<file path="src/rtl/regfile_pkg.sv">
// rtl/regfile_pkg.sv - shared register-file definitions
// Provides enable levels, bus widths, register count and the zero-register
// index used by regfile and regfile_read_port.
package regfile_pkg;

  localparam logic ENABLE  = 1'b1;
  localparam logic DISABLE = 1'b0;

  localparam int REGS_ADDR_BUS = 5;
  localparam int REGS_DATA_BUS = 32;
  localparam int REG_NUM       = 32;

  localparam logic [REGS_ADDR_BUS-1:0] ZERO_REG = '0;

  typedef logic [REGS_ADDR_BUS-1:0] reg_addr_t;
  typedef logic [REGS_DATA_BUS-1:0] reg_data_t;

endpackage

</file>
<file path="src/rtl/regfile_read_port.sv">
// rtl/regfile_read_port.sv - one combinational read port with write-back bypass
// Ports:
//   reset        : forces the output to zero while asserted
//   read_enable  : read request; output is zero when deasserted
//   read_addr    : source register index
//   reg_data     : stored value of register[read_addr], selected by the parent
//   write_enable : write-back request in the current cycle
//   write_addr   : write-back destination index
//   write_data   : write-back value, forwarded on an address match
//   read_data    : operand presented to the ID stage
module regfile_read_port
  import regfile_pkg::*;
(
  input  logic                     reset,
  input  logic                     read_enable,
  input  logic [REGS_ADDR_BUS-1:0] read_addr,
  input  logic [REGS_DATA_BUS-1:0] reg_data,
  input  logic                     write_enable,
  input  logic [REGS_ADDR_BUS-1:0] write_addr,
  input  logic [REGS_DATA_BUS-1:0] write_data,
  output logic [REGS_DATA_BUS-1:0] read_data
);

  always_comb begin
    read_data = '0;
    if (reset == ENABLE || read_enable == DISABLE || read_addr == ZERO_REG) begin
      read_data = '0;
    end else if (write_enable == ENABLE && write_addr == read_addr) begin
      // Forward the value being written this cycle so the reader never sees
      // the stale copy (write-before-read).
      read_data = write_data;
    end else begin
      read_data = reg_data;
    end
  end

endmodule

</file>
<file path="src/rtl/regfile.sv">
// rtl/regfile.sv - 32 x 32 register file, two bypassed read ports, write counter
// Ports:
//   clock        : rising-edge clock for all state
//   reset        : synchronous, active-high; clears registers and write_count
//   write_enable : write-back request
//   write_addr   : destination index (writes to index 0 are dropped)
//   write_data   : value to write
//   read1_enable, read1_addr, read1_data : read port 1
//   read2_enable, read2_addr, read2_data : read port 2
//   write_count  : committed writes since reset, wraps modulo 2^32
module regfile
  import regfile_pkg::*;
(
  input  logic                     clock,
  input  logic                     reset,
  input  logic                     write_enable,
  input  logic [REGS_ADDR_BUS-1:0] write_addr,
  input  logic [REGS_DATA_BUS-1:0] write_data,
  input  logic                     read1_enable,
  input  logic [REGS_ADDR_BUS-1:0] read1_addr,
  output logic [REGS_DATA_BUS-1:0] read1_data,
  input  logic                     read2_enable,
  input  logic [REGS_ADDR_BUS-1:0] read2_addr,
  output logic [REGS_DATA_BUS-1:0] read2_data,
  output logic [REGS_DATA_BUS-1:0] write_count
);

  logic [REGS_DATA_BUS-1:0] regs [REG_NUM];
  logic                     write_commit;

  assign write_commit = (write_enable == ENABLE) && (write_addr != ZERO_REG);

  // Register 0 is never written, so it holds the zero from reset forever.
  always_ff @(posedge clock) begin
    if (reset == ENABLE) begin
      for (int i = 0; i < REG_NUM; i++) begin
        regs[i] <= '0;
      end
      write_count <= '0;
    end else if (write_commit) begin
      regs[write_addr] <= write_data;
      write_count      <= write_count + REGS_DATA_BUS'(1);
    end
  end

  regfile_read_port u_read1 (
    .reset        (reset),
    .read_enable  (read1_enable),
    .read_addr    (read1_addr),
    .reg_data     (regs[read1_addr]),
    .write_enable (write_enable),
    .write_addr   (write_addr),
    .write_data   (write_data),
    .read_data    (read1_data)
  );

  regfile_read_port u_read2 (
    .reset        (reset),
    .read_enable  (read2_enable),
    .read_addr    (read2_addr),
    .reg_data     (regs[read2_addr]),
    .write_enable (write_enable),
    .write_addr   (write_addr),
    .write_data   (write_data),
    .read_data    (read2_data)
  );

endmodule
</file>
<file path="config.mk">
export PLATFORM = sky130hd
export DESIGN_NAME = regfile
export DESIGN_NICKNAME = d
export VERILOG_FILES = /design/src/rtl/regfile_pkg.sv /design/src/rtl/regfile_read_port.sv /design/src/rtl/regfile.sv
export SDC_FILE = /design/constraint.sdc
export NUM_CORES = 2
export LEC_CHECK = 0
export BUFFER_PORTS_ARGS = -buffer_cell sky130_fd_sc_hd__buf_2
export CAP_MARGIN = 10
export CORE_MARGIN = 2
export CORE_UTILIZATION = 50
export CTS_BUF_LIST = sky130_fd_sc_hd__clkbuf_8 sky130_fd_sc_hd__clkbuf_16
export DETAILED_ROUTE_END_ITERATION = 10
export PLACE_DENSITY_LB_ADDON = 0.12
export REMOVE_ABC_BUFFERS = 1
export SLEW_MARGIN = 5
export SYNTH_ARGS = -nofsm -noshare
export SYNTH_HDL_FRONTEND = slang
export SYNTH_SLANG_ARGS = --single-unit
export TNS_END_PERCENT = 100
</file>
<file path="constraint.sdc">
create_clock -name clock -period 4.05 [get_ports clock]
set_input_delay 0.6075 -clock clock [delete_from_list [all_inputs] [get_ports clock]]
set_output_delay 0.6075 -clock clock [all_outputs]
set_load 0.005 [all_outputs]
</file>
==> metrics.md <==
| Metric | Value |
|---|---|
| Final Power | 0.02711 W |
| Highest clock rate | 253.1 MHz |
| # IOs | 148 |
| Post-route setup TNS | 0 ns |
| Worst-margin pin slew | 0.9627 ns |
| Final worst path period share | 97.54% |
| PwrDens | 420.1 mW/mm² |
| Worst Path Required | 3.44 ns |
| Number of buffers inserted by port buffering | 147 |
| LEAKAGE | 23.00 nW |
| Most used cell, CP | buf_4 |
| Commonest non-fill, non-tap cell in the layout | edfxtp_1 |
| Slew headroom | 35.66% |
| Post-DP HPWL | 121.4 mm |
| Peak supply drop | 0.3347 mV |
| Antenna violations before repair | 7 |
| Seq/Total Area, Yosys | 54.96% |
| YS warnings | 0 |
| First-pass GRT wire length | 276.2 mm |
| Post-Syn Area per Cell | 14.30 µm² |
| Clock power frac | 40.5% |
| Yosys top cell area share | 53.84% |
| MaxCap Viol Count | 0 |
| GR Util All Layers | 33.31% |
| CTS clock-pin slew for the worst setup and hold paths | 0.06 ns |
| CTS tree | built |
| Die Span X | 342.0 µm |
| Critical path class | in2out |
| Sw frac | 24.94% |
| Seq pwr share | 47.4% |
| Max stage delay on crit path | 0.92 ns |
| Worst Skew | 0.006712 ns |
| Die height | 342.0 µm |
| Gr ovfl total | 0 |
| Post-Syn Instances | 3,995 |
| Worst path cell trace | buf_4, nor2b_1, buf_4, a22o_1, nor2_1, a2111oi_1, buf_2 |
| Placeable Area | 0.1130 mm² |
| Min-Delay Path Class | in2reg |
| Max H-tree Level | 3 |
| Arr. time, crit path | 3.34 ns |
| Filler cells | 8,942 |
| Post-synth top area cell | edfxtp_1 |
| Pre-CTS worst setup slack | 0.2359 ns |
| Comb power frac | 12.1% |
| Starting Density | 50.56% |
| Die ar. | 0.1169 mm² |
| Standard-cell rows | 123 |
| Area delta synth->final | 13.02% |
| CTS sink count | 1,056 |
| Synth top area cells | edfxtp_1, mux4_2, and2_1, mux2i_1, a221oi_1 |
| Max Buffers Root-to-Sink | 3 |
| Crit. End Element | primary output |
| Fin. max-slew vios | 0 |
| Worst Setup Slack, final | 0.09963 ns |
| Worst Path Max Fanout | 22 |
| Clock Tree Root | clkbuf_16 |
| Final instance area | 0.06455 mm² |
| Post-CTS resize count | 0 |
| DRC | 0 |
| Post-DRT Antenna Nets | 0 |
| Post-synth EDFFs | 1,024 |
| Min Tclk post-route | 3.950 ns |
| Internal | 0.02035 W |
| Crit-path slowest cell | a2111oi_1 |
| Post-synth ARST share | 0% |
| Final Core Density | 57.14% |
| Vias per inst | 6.631 |
| Final setup violation count | 0 |
| Largest net degree at the start of global routing | 66 |
| Skew-Pair Late Insertion Delay | 0.71 ns |
| Netlist Area Pre-Place | 0.05711 mm² |
| #FFs+latches synth | 1,056 |
| Most frequent cells in the layout | edfxtp_1, and2_1, mux4_2 |
| Vias in the first global route | 37,980 |
| Unique masters post-synth | 63 |
| DRT iter0 DRCs | 4,830 |
| DR pass1 iterations | 5 |
| RSZ-0062 raised after global routing | no |
| Routed len/inst | 33.87 µm |
| Outcome | finished, final reports clean |
| Share of layout cells above drive strength 1 | 25.67% |
| Hold_buf cts | 0 |
| Ys flop type | edfxtp_1 |
| Final hold violation count | 0 |
| Num CTS Buffers | 116 |
| Crit path launch type | input port |
| DR vias | 38,110 |
| Gpl congestion | 0.8694 |
| Psw | 0.006763 W |
| Cell Area, Placed | 0.06057 mm² |
| Setup bufs post-CTS | 0 |
| Final wirelength | 194.7 mm |
| Layout Nets | 4,192 |
-- area by class of cell --
cell class	instances	area [µm²]	area share, %
antenna	6	15.01	0.02326
clock buffer	119	2978	4.614
clock inverter	102	965.9	1.496
inverter	10	37.54	0.05815
multi-input combinational	2543	23790	36.86
sequential	1056	31390	48.63
tap	1500	1877	2.908
timing repair buffer	412	3492	5.410
-- cells by family after synthesis --
kind of cell             synth area share [%]
AO/OA/AOI/OAI                           6.901
XOR/XNOR                               0.5039
adder cells (fa/ha/maj)               0.02191
buffers and inverters                   4.018
flip-flops                              54.96
multiplexers                            19.88
other                                0.006566
AND/OR/NAND/NOR                         13.70
-- sequential cells by signal, summed over array words and instances (netlist names) --
signal / flops
write_count: 32
regs: 1024
-- final timing paths --
path                     end  slack [ns]  depth (start not counted)            from
min          write_count[14]        0.33                          2           reset
max           read2_data[25]         0.1                          7   read2_addr[2]
max reg2reg  write_count[31]        1.62                          5  write_count[4]
min reg2reg   write_count[6]        0.53                          2  write_count[6]
-- synth_stat cells, types with 7 or more instances --
master,instances
nand3b_1,7
a211oi_1,24
xnor2_1,28
buf_1,9
or2_2,27
nor2b_1,9
edfxtp_1,1024
a21oi_1,33
a221oi_1,119
clkbuf_1,241
nor2_1,152
or2_1,10
inv_1,9
nor3_1,15
nand3_1,15
or3_1,8
a221o_1,46
buf_6,56
nor2_4,7
buf_2,67
a2111oi_1,7
nand2_1,24
a22o_1,16
dfxtp_1,32
nor4_1,7
o21ai_0,61
o21ai_1,39
mux2i_1,239
o22ai_1,37
mux4_2,395
nand2b_1,9
and2_1,997
buf_4,41
o21bai_1,23
a22oi_1,107
-- metal layers --
layer	part of all wire, %	routed length, µm	vias to the layer above	GRT usage, %
met4	4.4	8641	6	13.87
li1	-	-	15680	-
met1	39	75660	19710	45.42
met3	10	20210	431	7.146
met2	46	90120	2295	52.17
met5	0.014	28	-	0
-- through the flow --
stage | hold slack (ns) | instances
global route | 0.3165 | 5742
finish | 0.3345 | 5748
detailed placement | 0.5148 | 5520
global placement | 0.5033 | 5520
floorplan | 0.4832 | 3609
CTS | 0.3026 | 5741
-- power by group through the flow --
stage / registers (W) / logic, W / clock network, W
2_1_floorplan: 0.0130 / 0.00155 / 0
3_3_place_gp: 0.0130 / 0.00320 / 0
3_5_place_dp: 0.0131 / 0.00321 / 0
4_1_cts: 0.0128 / 0.00322 / 0.0111
5_1_grt: 0.0129 / 0.00338 / 0.0115
6_report: 0.0129 / 0.00327 / 0.0110
-- worst max-delay path: cells and delay by family --
family,cells,cell delay [ns]
compound gates,2,1.11
buf+inv,3,1.03
simple gates,2,0.52
Note: power is estimated with default switching activity, not from simulation.
